--- config.mk ---
export PLATFORM = sky130hd
export DESIGN_NAME = branch_resolve
export DESIGN_NICKNAME = d
export VERILOG_FILES = /design/src/rtl/branch_resolve.sv
export SDC_FILE = /design/constraint.sdc
export NUM_CORES = 1
export LEC_CHECK = 0
export BUFFER_PORTS_ARGS = -buffer_cell sky130_fd_sc_hd__buf_2
export CAP_MARGIN = 0
export CORE_AREA = 8 8 113 115
export CTS_CLUSTER_DIAMETER = 30
export DETAILED_ROUTE_END_ITERATION = 8
export DIE_AREA = 0 0 121 123
export HOLD_SLACK_MARGIN = 0.12
export PLACE_DENSITY = 0.88
export REMOVE_ABC_BUFFERS = 1
export SYNTH_ARGS = -nofsm -noshare
export SYNTH_HDL_FRONTEND = slang
export SYNTH_SLANG_ARGS = --single-unit
--- constraint.sdc ---
create_clock -name i_clk -period 2.3 [get_ports i_clk]
set_input_delay 0.115 -clock i_clk [delete_from_list [all_inputs] [get_ports i_clk]]
set_output_delay 0.115 -clock i_clk [all_outputs]
set_load 0.02 [all_outputs]
--- src/rtl/branch_resolve.sv ---
// Execute-stage branch resolution with a 2-bit saturating-counter BHT for fetch prediction.
// Optional resolve/mispredict statistics counters are enabled by defining BRANCH_RESOLVE_STATS_EN.
module branch_resolve #(
    parameter int XLEN        = 32,
    parameter int BHT_ENTRIES = 16
) (
    input  logic            i_clk,
    input  logic            i_rst_n,
    input  logic [XLEN-1:0] i_fetch_pc,
    output logic            o_pred_taken,
    input  logic            i_valid,
    input  logic            i_is_branch,
    input  logic [XLEN-1:0] i_pc,
    input  logic [XLEN-1:0] i_imm,
    input  logic            i_taken,
    input  logic            i_pred_taken,
    output logic            o_redirect,
`ifdef BRANCH_RESOLVE_STATS_EN
    output logic [XLEN-1:0] o_redirect_pc,
    output logic [31:0]     o_branch_cnt,
    output logic [31:0]     o_mispred_cnt
`else
    output logic [XLEN-1:0] o_redirect_pc
`endif
);

    localparam int BHT_IDX_W = $clog2(BHT_ENTRIES);

    logic [1:0]           bht_q [BHT_ENTRIES];
    logic [BHT_IDX_W-1:0] fetch_idx;
    logic [BHT_IDX_W-1:0] resolve_idx;
    logic                 resolve;
    logic                 mispred;
    logic [XLEN-1:0]      actual_npc;
    logic [1:0]           ctr_q;
    logic [1:0]           ctr_d;
    logic                 redirect_q;
    logic [XLEN-1:0]      redirect_pc_q;
    logic                 unused_fetch_bits;

    assign fetch_idx         = i_fetch_pc[BHT_IDX_W+1:2];
    assign resolve_idx       = i_pc[BHT_IDX_W+1:2];
    assign unused_fetch_bits = ^{i_fetch_pc[XLEN-1:BHT_IDX_W+2], i_fetch_pc[1:0]};

    // Read is taken from the registered array, so a same-cycle train is not visible yet.
    assign o_pred_taken = bht_q[fetch_idx][1];

    // Wrong-path instructions behind a redirect are squashed; gating with resolve
    // also keeps an unknown i_taken/i_pred_taken out of every register.
    always_comb begin
        resolve    = i_valid & i_is_branch & ~redirect_q;
        mispred    = resolve & (i_taken != i_pred_taken);
        actual_npc = i_taken ? (i_pc + i_imm) : (i_pc + XLEN'(4));
        ctr_q      = bht_q[resolve_idx];
        ctr_d      = ctr_q;
        if (i_taken) begin
            if (ctr_q != 2'd3) ctr_d = ctr_q + 2'd1;
        end else begin
            if (ctr_q != 2'd0) ctr_d = ctr_q - 2'd1;
        end
    end

    // NOTE: the BHT must reset to a known weakly-not-taken state, so this small
    // array is built from flops with an async reset rather than an SRAM macro.
    always_ff @(posedge i_clk or negedge i_rst_n) begin
        if (!i_rst_n) begin
            for (int i = 0; i < BHT_ENTRIES; i++) begin
                bht_q[i] <= 2'b01;
            end
        end else if (resolve) begin
            bht_q[resolve_idx] <= ctr_d;
        end
    end

    // NOTE: sequential state uses non-blocking assignments so every register
    // samples the pre-edge values regardless of block ordering.
    always_ff @(posedge i_clk or negedge i_rst_n) begin
        if (!i_rst_n) begin
            redirect_q    <= 1'b0;
            redirect_pc_q <= '0;
        end else begin
            redirect_q <= mispred;
            if (mispred) redirect_pc_q <= actual_npc;
        end
    end

    assign o_redirect    = redirect_q;
    assign o_redirect_pc = redirect_pc_q;

`ifdef BRANCH_RESOLVE_STATS_EN
    logic [31:0] branch_cnt_q;
    logic [31:0] mispred_cnt_q;

    always_ff @(posedge i_clk or negedge i_rst_n) begin
        if (!i_rst_n) begin
            branch_cnt_q  <= '0;
            mispred_cnt_q <= '0;
        end else begin
            if (resolve && branch_cnt_q != 32'hFFFF_FFFF) branch_cnt_q <= branch_cnt_q + 32'd1;
            if (mispred && mispred_cnt_q != 32'hFFFF_FFFF) mispred_cnt_q <= mispred_cnt_q + 32'd1;
        end
    end

    assign o_branch_cnt  = branch_cnt_q;
    assign o_mispred_cnt = mispred_cnt_q;
`endif

endmodule

Yosys cells after proc, flatten, opt, wreduce, memory -nomap -nowiden

Index checks and enable logic that the tools add are counted.

Add/sub/neg operators: 4
Magnitude comparators: 3
Equality and inequality tests: 2
Multiplexer cells: 13
Bitwise operators: 6
Reductions and logical operators: 2

Operators with widths:

| kind                  | count |
|---|---|
| $add 32x3->32 const B | 1 |
| $add 32x32->32        | 1 |
| $bwmux 32             | 1 |
| $mux 32               | 1 |
| $bmux 2 s4            | 2 |
| $mux 2                | 8 |
| $ge 5x5->1 const B    | 2 |
| $not 4->5             | 2 |
| $demux 2 s4           | 1 |
| $lt 5x1->1 const B    | 1 |
| $and 1x1->1           | 3 |
| $add 2x1->2 const B   | 1 |
| $ne 2x2->1 const B    | 1 |
| $reduce_bool 2->1     | 1 |
| $sub 2x1->2 const B   | 1 |
| $logic_and 1x1->1     | 1 |
| $ne 1x1->1            | 1 |
| $not 1->1             | 1 |

Register bits after elaboration: 65
Input bits: 102
Output and inout bits: 34
Logic and storage cells: 48

Logic depth before layout (Yosys ltp)

Gate-level depths: netlist of run 1.

Depth after elaboration: 8
Mapped depth: 11
Gate-level depth less buffers: 11

Worst setup path before layout of run 1

Ideal clock, no wire load.

Kind: input to register
Start: input port i_pc[0]
End: register redirect_pc_q[30] (netlist: o_redirect_pc[30])
Setup time: 0.082 ns
Data arrival time: 2.857 ns
Data required time: 2.218 ns
Setup slack: -0.639 ns
Stages: 11
Buffers on the path: 0
Cell sequence: ha_1 -> fa_1 -> a21o_1 -> a221oi_2 -> nor3_1 -> a211oi_2 -> o221ai_2 -> a31o_2 -> a221o_1 -> or3b_1 -> a31oi_1

Longest elaborated chain between the ends: 2
Elaborated cells between the ends (all ways): 3
Classes of those cells: add/sub: 2; mux: 1

RTL lines:

| element                                                | line | RTL |
|---|---|---|
| start: declaration                                     | 13   | `input logic [XLEN-1:0] i_pc,` |
| $add 32x3->32 / $add 32x32->32 (equally long branches) | 53   | `actual_npc = i_taken ? (i_pc + i_imm) : (i_pc + XLEN'(4));` |
| $mux 32 *                                              | 53   |  |
| end signal: assignment                                 | 83   | `if (mispred) redirect_pc_q <= actual_npc;` |
| end: declaration                                       | 38   | `logic [XLEN-1:0] redirect_pc_q;` |

Every way passes the cells marked *; elsewhere a longest branch is shown, timed or not.
A chain may end at the register's enable or synchronous reset.

Worst setup path in the final report of run 1

Start: input port i_pc[13]
End: register redirect_pc_q[28] (netlist: o_redirect_pc[28])

Same word-level chain as after synthesis.

==> results of run 1 <==
## power by group through the flow
stage	Sequential (mW)	Combinational [mW]	Clock, mW
after floorplan	1.75	0.781	0
after global placement	1.58	1.68	0
after detailed placement	1.60	1.73	0
after CTS	1.58	1.78	1.52
after global routing	1.61	2.00	1.57
final	1.58	1.86	1.51
## repair_timing
action                                  CTS  global route
endpoints found under the hold margin    20             0
endpoints found under the setup margin   11            33
setup buffers                             5             1
gates resized for setup                  19            24
hold buffers                              1             0
pin swaps                                16            15
## flip-flops by register name, summed over array words and instances (netlist names)
signal / cells
o_redirect: 1
o_redirect_pc: 32
bht_q: 32
## final timing paths
| check | startpoint | endpoint | slack [ps] |
|---|---|---|---|
| worst min register to register | o_redirect_pc[23]$_DFFE_PN0P_ | o_redirect_pc[23]$_DFFE_PN0P_ | 470 |
| worst max-delay path | i_pc[13] | o_redirect_pc[28]$_DFFE_PN0P_ | -400 |
| worst max register to register | bht_q[1]$_DFFE_PN0P_ | bht_q[15]$_DFFE_PN0P_ | 50 |
| max in group asynchronous | i_rst_n | bht_q[26]$_DFFE_PN1P_ | 1240 |
| min in group asynchronous | i_rst_n | bht_q[23]$_DFFE_PN0P_ | 290 |
| worst min-delay path | i_pc[0] | o_redirect_pc[0]$_DFFE_PN0P_ | 140 |
## layout make-up
type,instances,share of cell area [%]
clock buffers,11,3.44
clock inverters,5,1.06
inverters,14,0.715
multi-input cells,474,49.2
flip-flops and latches,65,22.4
well taps,143,2.43
repair buffers,235,20.8
## critical path: cells and delay by family
| kind | cells | cell delay (ps) |
|---|---|---|
| adder cells (fa/ha/maj) | 1 | 360 |
| AND/OR/NAND/NOR | 1 | 480 |
| AO/OA/AOI/OAI | 8 | 1810 |
| buffers and inverters | 1 | 110 |
## cells in the final DEF (no fill, tap or decap), types with 4 or more instances in the layout
master	Yosys	routed
buf_4	0	123
buf_2	1	105
nor2_1	61	60
nand2_1	55	55
dfrtp_1	49	49
a21oi_1	42	40
o21ai_0	42	37
ha_1	35	32
xnor2_1	29	29
mux2_2	33	29
xor2_1	24	24
nand3_1	21	21
a21o_1	19	19
dfstp_2	16	16
mux4_2	15	15
inv_1	14	14
nand4_1	9	9
clkbuf_16	0	9
and3_1	8	8
nor2b_1	7	7
nor3_1	7	6
buf_6	0	6
a211oi_1	5	5
o21bai_1	5	5
nand2b_1	5	5
a31oi_1	5	5
mux2i_1	5	5
a22oi_1	4	4
mux2_4	0	4
## through the flow
step | power, mW | instance area, sq um | std cells | util (%)
after floorplan | 2.53 | 5160 | 553 | -
after global placement | 3.26 | 6780 | 924 | 61.2
after detailed placement | 3.33 | 6780 | 924 | 61.2
after CTS | 4.88 | 7220 | 946 | 65.2
after global routing | 5.18 | 7350 | 947 | 66.4
final | 4.95 | 7350 | 947 | 66.4
## logic make-up after synthesis
family / Yosys count / synth area share (%)
flops: 65 / 31.5
simple gates: 182 / 15.7
fa+ha+maj: 38 / 9.13
buf+inv: 34 / 2.46
compound gates: 148 / 17.9
mux: 53 / 14.5
xor+xnor: 53 / 8.87
## routing by layer
layer  vias to the layer above  track usage, %
met1                      2582            23.6
li1                       2549               -
met2                       209            40.2
met4                         0            10.1
met5                         -               0
met3                        45            4.11
==> flow_metrics.env, run 1 <==
export IMPL_hpwl_microns=12700
export IMPL_coreArea_sq_mm=0.0111
export IMPL_end_kind="flop"
export IMPL_comb_power_share_pct=37.5
export IMPL_setup_slack_ps=-400
export IMPL_wirelength_microns=16700
export IMPL_place_congestion=0.947
export IMPL_criticalPathCategory="in2reg"
export IMPL_ios=136
export IMPL_dieArea_sq_mm=0.0149
export IMPL_syn_avg_cell_area_sq_um=9.13
export IMPL_vias_per_cell=5.69
export IMPL_grt_max_degree=37
export IMPL_clock_sinks=65
export IMPL_wl_per_cell_microns=17.6
export IMPL_dr_wl_met2_microns=8830
export IMPL_num_vias=5385
export IMPL_synth_most_common_cell="nor2_1"
export IMPL_cp_max_fo=5
export IMPL_synthFlopType="dfrtp_1"
export IMPL_yosysSeqAreaShare_pct=31.5
export IMPL_clk_latency_ps=330
export IMPL_grt_use_total_pct=21.7
export IMPL_violations="setup timing"
export IMPL_final_max_slew_viol_count=0
export IMPL_pwr_share_seq_pct=32.0
export IMPL_tns_ps=-1040
export IMPL_timing_fmax_ghz=0.370
export IMPL_worst_pin_slew_ps=518
export IMPL_start_util_pct=47.2
export IMPL_grt_antenna_before_repair=0
export IMPL_dr_pass1_iters=6
export IMPL_p_per_area_mw_per_mm2=673
export IMPL_initialDrtViolationCount=339
export IMPL_wl_met3_microns=891
export IMPL_grt_setup_unrepaired="true"
export IMPL_yosysTopAreaCellShare_pct=23.4
export IMPL_overflow=0
export IMPL_async_flop_share_pct=100
export IMPL_drc=0
export IMPL_cp_start_kind="input pin"
export IMPL_grt_pass1_vias=5442
export IMPL_synth_seq_cells=65
export IMPL_ir_drop_v=0.000459
export IMPL_fin_crit_ps=2700
export IMPL_cap_violations=0
export IMPL_cts_buffers=9
export IMPL_synth_warnings=0
export IMPL_syn_area_sq_mm=0.00523
export IMPL_n_antenna_cell=0
export IMPL_hold_violations=0
export IMPL_maxUsedRoutingLayer="met4"
export IMPL_synth_edf_count=0
export IMPL_fin_skew_ps=6.65
export IMPL_clk_pin_slew_worst_paths_ps=50
export IMPL_htree_levels=3
export IMPL_relSlewSlack_pct=65.5
export IMPL_period_share_pct=117
export IMPL_p_sw_share_pct=33.2
export IMPL_hold_depth=3
export IMPL_cp_slowest_cell="or4_1"
export IMPL_rows=39
export IMPL_syn_inst=573
export IMPL_cts_buffer_depth=2
export IMPL_clock_root_buffer="clkbuf_16"
export IMPL_dieWidth_microns=121
export IMPL_cts_tree="built"
export IMPL_post_place_ws_ps=-796
export IMPL_cell_internal_pwr_mw=3.31
export IMPL_grt_pass1_wl_microns=25700
export IMPL_crit_chain="buf_2 > ha_1 > a21oi_1 > o21bai_1 > a221o_1 > a311oi_1 > o31a_1 > o21ai_2 > or4_1 > a31oi_1 > a211oi_1"
export IMPL_final_nets=937
export IMPL_io_buffers=107
export IMPL_netlist_top_cells_count="61 x nor2_1, 55 x nand2_1, 49 x dfrtp_1"
export IMPL_leakagePower_nw=3.55
export IMPL_seq_area_sq_mm=0.00165
export IMPL_synth_cell_types=52
export IMPL_p_sw_mw=1.64
export IMPL_yosys_top_cells_area="dfrtp_1 23%, ha_1 8.4%, dfstp_2 8.0%"
export IMPL_wirelength_met1_microns=6440
export IMPL_die_h_microns=123
export IMPL_reg2reg_depth=5
export IMPL_multiInputGateArea_sq_mm=0.00362
export IMPL_hold_class="in2reg"
export IMPL_yosys_area_top_type="dfrtp_1"
export IMPL_cp_data_arrival_time_ps=2890
export IMPL_slowest_delay_ps=480
export IMPL_critPathRequiredTime_ps=2490
export IMPL_area_growth_pct=40.5
export IMPL_fillers=815
export IMPL_whs_ps=144
export IMPL_status="finished with violations"
export IMPL_layout_drive_gt1_share_pct=41.9
export IMPL_pwr_share_clk_pct=30.5
export IMPL_setup_violations=6
export IMPL_postRouteAntennaNets=0
(Power assumes the default switching activity.)
==> run 2, diff against run 1 <==
- CELL_PAD_IN_SITES_DETAIL_PLACEMENT: not set -> 1
- CELL_PAD_IN_SITES_GLOBAL_PLACEMENT: not set -> 1
- CORE_AREA: 8 8 113 115 -> 8 8 147 114
- DIE_AREA: 0 0 121 123 -> 0 0 155 122
- PLACE_DENSITY: 0.88 -> 0.9
==> run 2 against run 1 <==
Net effect:
- the flow still finishes with violations (setup timing)
- via count up 9.9%
- non-clock buffer count up 6
- die area up 27%
- global-route usage up 1.8 points
- clock skew up 4.3 ps
- flip-flop and latch count unchanged
==> flow_metrics.env, run 2 (synthesized netlist as in run 1, its figures left out) <==
export IMPL_hpwl_microns=16200
export IMPL_dieWidth_microns=155
export IMPL_instances_no_fill=1012
export IMPL_r2r_setup_slack_ps=-20
export IMPL_seq_area_sq_mm=0.00165
export IMPL_io_buffers=107
export IMPL_place_congestion=0.856
export IMPL_postRouteAntennaNets=0
export IMPL_multiInputGateArea_sq_mm=0.00388
export IMPL_end_kind="flop"
export IMPL_fin_total_pwr_mw=5.27
export IMPL_path_delay_family="compound AO/OA/AOI/OAI gates"
export IMPL_hold_violations=0
export IMPL_place_area_sq_mm=0.00689
export IMPL_timing_fmax_ghz=0.358
export IMPL_cts_buffer_depth=2
export IMPL_cap_violations=0
export IMPL_ir_drop_v=0.000349
export IMPL_clock_root_buffer="clkbuf_16"
export IMPL_grt_setup_unrepaired="true"
export IMPL_coreArea_sq_mm=0.0143
export IMPL_cp_data_arrival_time_ps=2980
export IMPL_worst_pin_slew_ps=707
export IMPL_hold_depth=3
export IMPL_slowest_delay_ps=480
export IMPL_min_delay_start="i_pc[1]"
export IMPL_relSlewSlack_pct=52.7
export IMPL_clk_latency_ps=360
export IMPL_fin_skew_ps=10.9
export IMPL_post_place_ws_ps=-886
export IMPL_crit_chain="buf_2 > ha_1 > a21oi_1 > o21bai_1 > a221o_1 > a311oi_1 > o31a_1 > o21ai_2 > or4_1 > a31oi_1 > a211oi_1"
export IMPL_fin_crit_ps=2790
export IMPL_layout_drive_gt1_share_pct=45.4
export IMPL_dr_pass1_iters=5
export IMPL_placed_cells=984
export IMPL_reg2reg_depth=5
export IMPL_grt_use_total_pct=23.6
export IMPL_final_area_sq_mm=0.00776
export IMPL_grt_pass1_wl_microns=34800
export IMPL_dieArea_sq_mm=0.0189
export IMPL_critPathRequiredTime_ps=2490
export IMPL_grt_antenna_before_repair=1
export IMPL_vias_per_cell=5.85
export IMPL_p_per_area_mw_per_mm2=679
export IMPL_setup_violations=20
export IMPL_grt_max_degree=66
export IMPL_grt_pass1_vias=6380
export IMPL_wirelength_microns=25100
export IMPL_final_common_cell="buf_4"
export IMPL_fillers=1647
export IMPL_cp_slowest_cell="or4_1"
export IMPL_violations="setup timing"
export IMPL_path_buf_inv=1
export IMPL_hold_class="in2reg"
export IMPL_clock_sinks=65
export IMPL_wl_per_cell_microns=24.8
export IMPL_cp_max_fo=5
export IMPL_cts_buffers=9
export IMPL_criticalPathCategory="in2reg"
export IMPL_area_growth_pct=48.2
export IMPL_final_max_slew_viol_count=0
export IMPL_htree_levels=3
export IMPL_status="finished with violations"
export IMPL_r2r_start="bht_q[25]$_DFFE_PN0P_"
export IMPL_rows=38
export IMPL_cp_depth=11
export IMPL_initialDrtViolationCount=576
export IMPL_period_share_pct=121
export IMPL_die_h_microns=122
export IMPL_clk_pin_slew_worst_paths_ps=60
export IMPL_cts_tree="built"
export IMPL_regToRegEndpoint="bht_q[0]$_DFFE_PN1P_"
export IMPL_hold_end="o_redirect_pc[1]$_DFFE_PN0P_"
export IMPL_ios=136
export IMPL_overflow=0
export IMPL_num_vias=5917
export IMPL_final_cell_mix="123 x buf_4, 103 x buf_2, 59 x nor2_1, 55 x nand2_1, 49 x dfrtp_1"
export IMPL_setup_slack_ps=-490
export IMPL_cp_start_kind="input pin"
export IMPL_drc=0
export IMPL_tns_ps=-2310
export IMPL_leakagePower_nw=3.64
export IMPL_final_nets=944
export IMPL_start_util_pct=36.6
run 2: per-layer routing:
metal / GRT usage (%) / routed length, microns / vias to the layer above
li1: - / - / 2553
met5: 0 / 0 / -
met1: 28.0 / 10100 / 2894
met4: 12.8 / 1160 / 0
met2: 39.3 / 12000 / 360
met3: 5.70 / 1890 / 110
run 2: worst max path at each step:
| stage | startpoint | to | slack (ps) |
|---|---|---|---|
| after floorplan | i_pc[0] | o_redirect_pc[30]$_DFFE_PN0P_ | -640 |
| after global placement | i_pc[0] | o_redirect_pc[30]$_DFFE_PN0P_ | -790 |
| after detailed placement | i_pc[0] | o_redirect_pc[30]$_DFFE_PN0P_ | -890 |
| after CTS | i_pc[0] | o_redirect_pc[30]$_DFFE_PN0P_ | -300 |
| after global routing | i_pc[0] | o_redirect_pc[30]$_DFFE_PN0P_ | -540 |
| final | i_pc[13] | o_redirect_pc[28]$_DFFE_PN0P_ | -490 |
run 2: per-stage QoR:
step           hold slack (ps)  utilization, %
5_1_grt                    169            54.2
3_5_place_dp               170            48.1
3_3_place_gp               162            48.1
6_report                   136            54.2
4_1_cts                    144            52.1
2_1_floorplan             -181               -
run 2: timing repair:
item | in CTS | in global routing
hold buffers | 2 | 0
resized for setup | 39 | 61
gates cloned | 0 | 1
setup endpoints to repair | 39 | 34
buffers inserted | 10 | 7
endpoints found under the hold margin | 66 | 0
pin swaps | 22 | 32
run 2: tightest hold or removal path: stages:
cell,delay (ps)
buf_2,120
mux2i_1,70
o21ai_0,140
run 2: final cells by class:
class	count	share of cell area, %
well taps	200	3.23
repair buffers	241	20.9
multi-input cells	475	50.0
inverters	14	0.678
clock buffers	12	3.31
clock inverters	4	0.661
flip-flops and latches	65	21.2
diodes	1	0.0323
run 2: power by group:
group	internal [mW]	leakage, nW	switching (mW)
Sequential	1.44	0.798	0.165
Clock	0.899	0.149	0.567
Combinational	0.967	2.69	1.23
Total	3.30	3.64	1.96
==> run 3, diff against run 2 <==
==> constraint.sdc (replaced) <==
create_clock -name i_clk -period 2.3 [get_ports i_clk]
set_input_delay 0.46 -clock i_clk [delete_from_list [all_inputs] [get_ports i_clk]]
set_output_delay 0.46 -clock i_clk [all_outputs]
set_load 0.02 [all_outputs]
==> run 3 against run 2 <==
Net effect:
- setup slack worse by 610 ps
- via count grew 11%
- cell count is 1.9% higher
- non-clock buffer count up 20
- critical path type unchanged
- the run still ends with setup timing left
- first-iteration DRC count rose by 14%
- largest cell class unchanged
- critical endpoint is now o_redirect_pc[30]$_DFFE_PN0P_
- critical path depth is the same
==> flow_metrics.env, run 3 (synthesized netlist as in run 1, its figures left out) <==
export IMPL_ir_drop_v=0.000333
export IMPL_pwr_share_clk_pct=25.0
export IMPL_whs_ps=111
export IMPL_final_area_sq_mm=0.00836
export IMPL_final_nets=963
export IMPL_comb_power_share_pct=45.8
export IMPL_leakagePower_nw=3.83
export IMPL_hpwl_microns=16600
export IMPL_wl_per_cell_microns=30.3
export IMPL_num_vias=6590
export IMPL_grt_antenna_before_repair=2
export IMPL_grt_pass1_wl_microns=39800
export IMPL_final_cell_mix="135 x buf_4, 99 x buf_2, 56 x nor2_1, 54 x nand2_1, 49 x dfrtp_1"
export IMPL_die_h_microns=122
export IMPL_cell_internal_pwr_mw=3.33
export IMPL_maxUsedRoutingLayer="met4"
export IMPL_fin_crit_ps=3400
export IMPL_grt_pass1_vias=6728
export IMPL_area_growth_pct=59.7
export IMPL_hold_class="in2async"
export IMPL_ios=136
export IMPL_end_kind="flop"
export IMPL_wirelength_met1_microns=11100
export IMPL_place_congestion=0.898
export IMPL_coreArea_sq_mm=0.0143
export IMPL_relSlewSlack_pct=41.9
export IMPL_r2r_start="bht_q[5]$_DFFE_PN0P_"
export IMPL_dieWidth_microns=155
export IMPL_final_max_slew_viol_count=0
export IMPL_reg2reg_depth=6
export IMPL_rows=38
export IMPL_crit_path_start="i_pc[15]"
export IMPL_clk_latency_ps=360
export IMPL_grt_max_degree=66
export IMPL_hold_violations=0
export IMPL_cts_tree="built"
export IMPL_violations="setup timing"
export IMPL_wirelength_microns=31300
export IMPL_clk_pin_slew_worst_paths_ps=60
export IMPL_fin_total_pwr_mw=5.55
export IMPL_place_area_sq_mm=0.00696
export IMPL_regToRegEndpoint="bht_q[17]$_DFFE_PN0P_"
export IMPL_cp_start_kind="input pin"
export IMPL_r2r_setup_slack_ps=-170
export IMPL_overflow=0
export IMPL_setup_violations=56
export IMPL_dieArea_sq_mm=0.0189
export IMPL_cts_buffers=9
export IMPL_initialDrtViolationCount=654
export IMPL_dr_wl_met2_microns=14500
export IMPL_p_per_area_mw_per_mm2=665
export IMPL_timing_fmax_ghz=0.294
export IMPL_cp_data_arrival_time_ps=3680
export IMPL_pwr_share_seq_pct=29.2
export IMPL_vias_per_cell=6.39
export IMPL_clock_root_buffer="clkbuf_16"
export IMPL_drc=0
export IMPL_p_sw_share_pct=40.0
export IMPL_fillers=1599
export IMPL_grt_use_total_pct=27.6
export IMPL_final_common_cell="buf_4"
export IMPL_cts_buffer_depth=2
export IMPL_p_sw_mw=2.22
export IMPL_worst_pin_slew_ps=850
export IMPL_setup_slack_ps=-1100
export IMPL_critPathRequiredTime_ps=2580
export IMPL_start_util_pct=36.6
export IMPL_postRouteAntennaNets=0
export IMPL_grt_setup_unrepaired="true"
export IMPL_period_share_pct=148
export IMPL_layout_drive_gt1_share_pct=51.8
export IMPL_fin_skew_ps=11.2
export IMPL_htree_levels=3
export IMPL_cp_max_fo=5
export IMPL_criticalPathCategory="in2reg"
export IMPL_status="finished with violations"
export IMPL_setup_worst_path_end="o_redirect_pc[30]$_DFFE_PN0P_"
export IMPL_io_buffers=107
export IMPL_cap_violations=0
export IMPL_dr_pass1_iters=5
export IMPL_wl_met3_microns=3240
export IMPL_clock_sinks=65
run 3: cell count changes in the layout (fill, tap and decap cells not counted), sizes merged:
cell / previous run / this run
maj3: 3 / 2
dlygate4sd3: 2 / 0
clkbuf: 12 / 13
buf: 239 / 261
bufinv: 1 / 0
run 3: worst min path at each step:
stage	cells past startpoint	start	slack, ps	endpoint
after floorplan	0	i_rst_n	160	bht_q[11]$_DFFE_PN0P_
after global placement	2	o_redirect_pc[0]$_DFFE_PN0P_	460	o_redirect_pc[0]$_DFFE_PN0P_
after detailed placement	2	o_redirect_pc[11]$_DFFE_PN0P_	470	o_redirect_pc[11]$_DFFE_PN0P_
after CTS	2	i_rst_n	150	o_redirect_pc[17]$_DFFE_PN0P_
after global routing	2	i_rst_n	140	o_redirect_pc[9]$_DFFE_PN0P_
final	2	i_rst_n	110	o_redirect_pc[9]$_DFFE_PN0P_
run 3: routing by layer:
metal  vias to the layer above  GRT usage, %
li1                       2591             -
met1                      3258          31.3
met2                       525          45.7
met3                       216          6.83
met4                         0          19.0
met5                         -             0
run 3: through the flow:
| step | worst slack [ps] | util [%] | TNS, ps | instances |
|---|---|---|---|---|
| finish | -1100 | 58.4 | -14550 | 1031 |
| global route | -1070 | 58.4 | -15790 | 1031 |
| CTS | -703 | 53.9 | -5290 | 1026 |
| detailed placement | -1320 | 48.6 | -38090 | 994 |
| global placement | -1150 | 48.6 | -32910 | 994 |
| floorplan | -984 | - | -8210 | 553 |
run 3: cell type report:
cell class | instances | area, sq um | area share, %
Antenna cell | 1 | 2.50 | 0.0299
Clock buffer | 13 | 260 | 3.11
Clock inverter | 3 | 17.5 | 0.210
Inverter | 14 | 52.6 | 0.629
Multi-Input combinational cell | 474 | 4280 | 51.2
Sequential cell | 65 | 1650 | 19.7
Tap cell | 200 | 250 | 2.99
Timing Repair Buffer | 261 | 1850 | 22.1
run 3: power by group through the flow:
stage	logic [mW]	registers (mW)	clock network [mW]
final	2.54	1.62	1.39
after global routing	2.64	1.63	1.42
after CTS	2.04	1.58	1.34
after detailed placement	1.84	1.60	0
after global placement	1.75	1.57	0
after floorplan	0.781	1.75	0
run 3: worst max-delay path: stages:
cell and delay, ps:
buf_2 120, ha_4 250, a21o_1 190, a21o_1 180
a21o_1 240, a2111oi_0 810, a211oi_1 210, a31o_2 310
a221o_1 350, or3b_1 370, a31oi_1 190
run 3: what timing repair did:
item,CTS,global route
gates cloned,2,0
buffers inserted,17,14
hold buffers,0,0
pin swaps,42,69
endpoints found under the setup margin,56,57
gates resized for setup,79,132
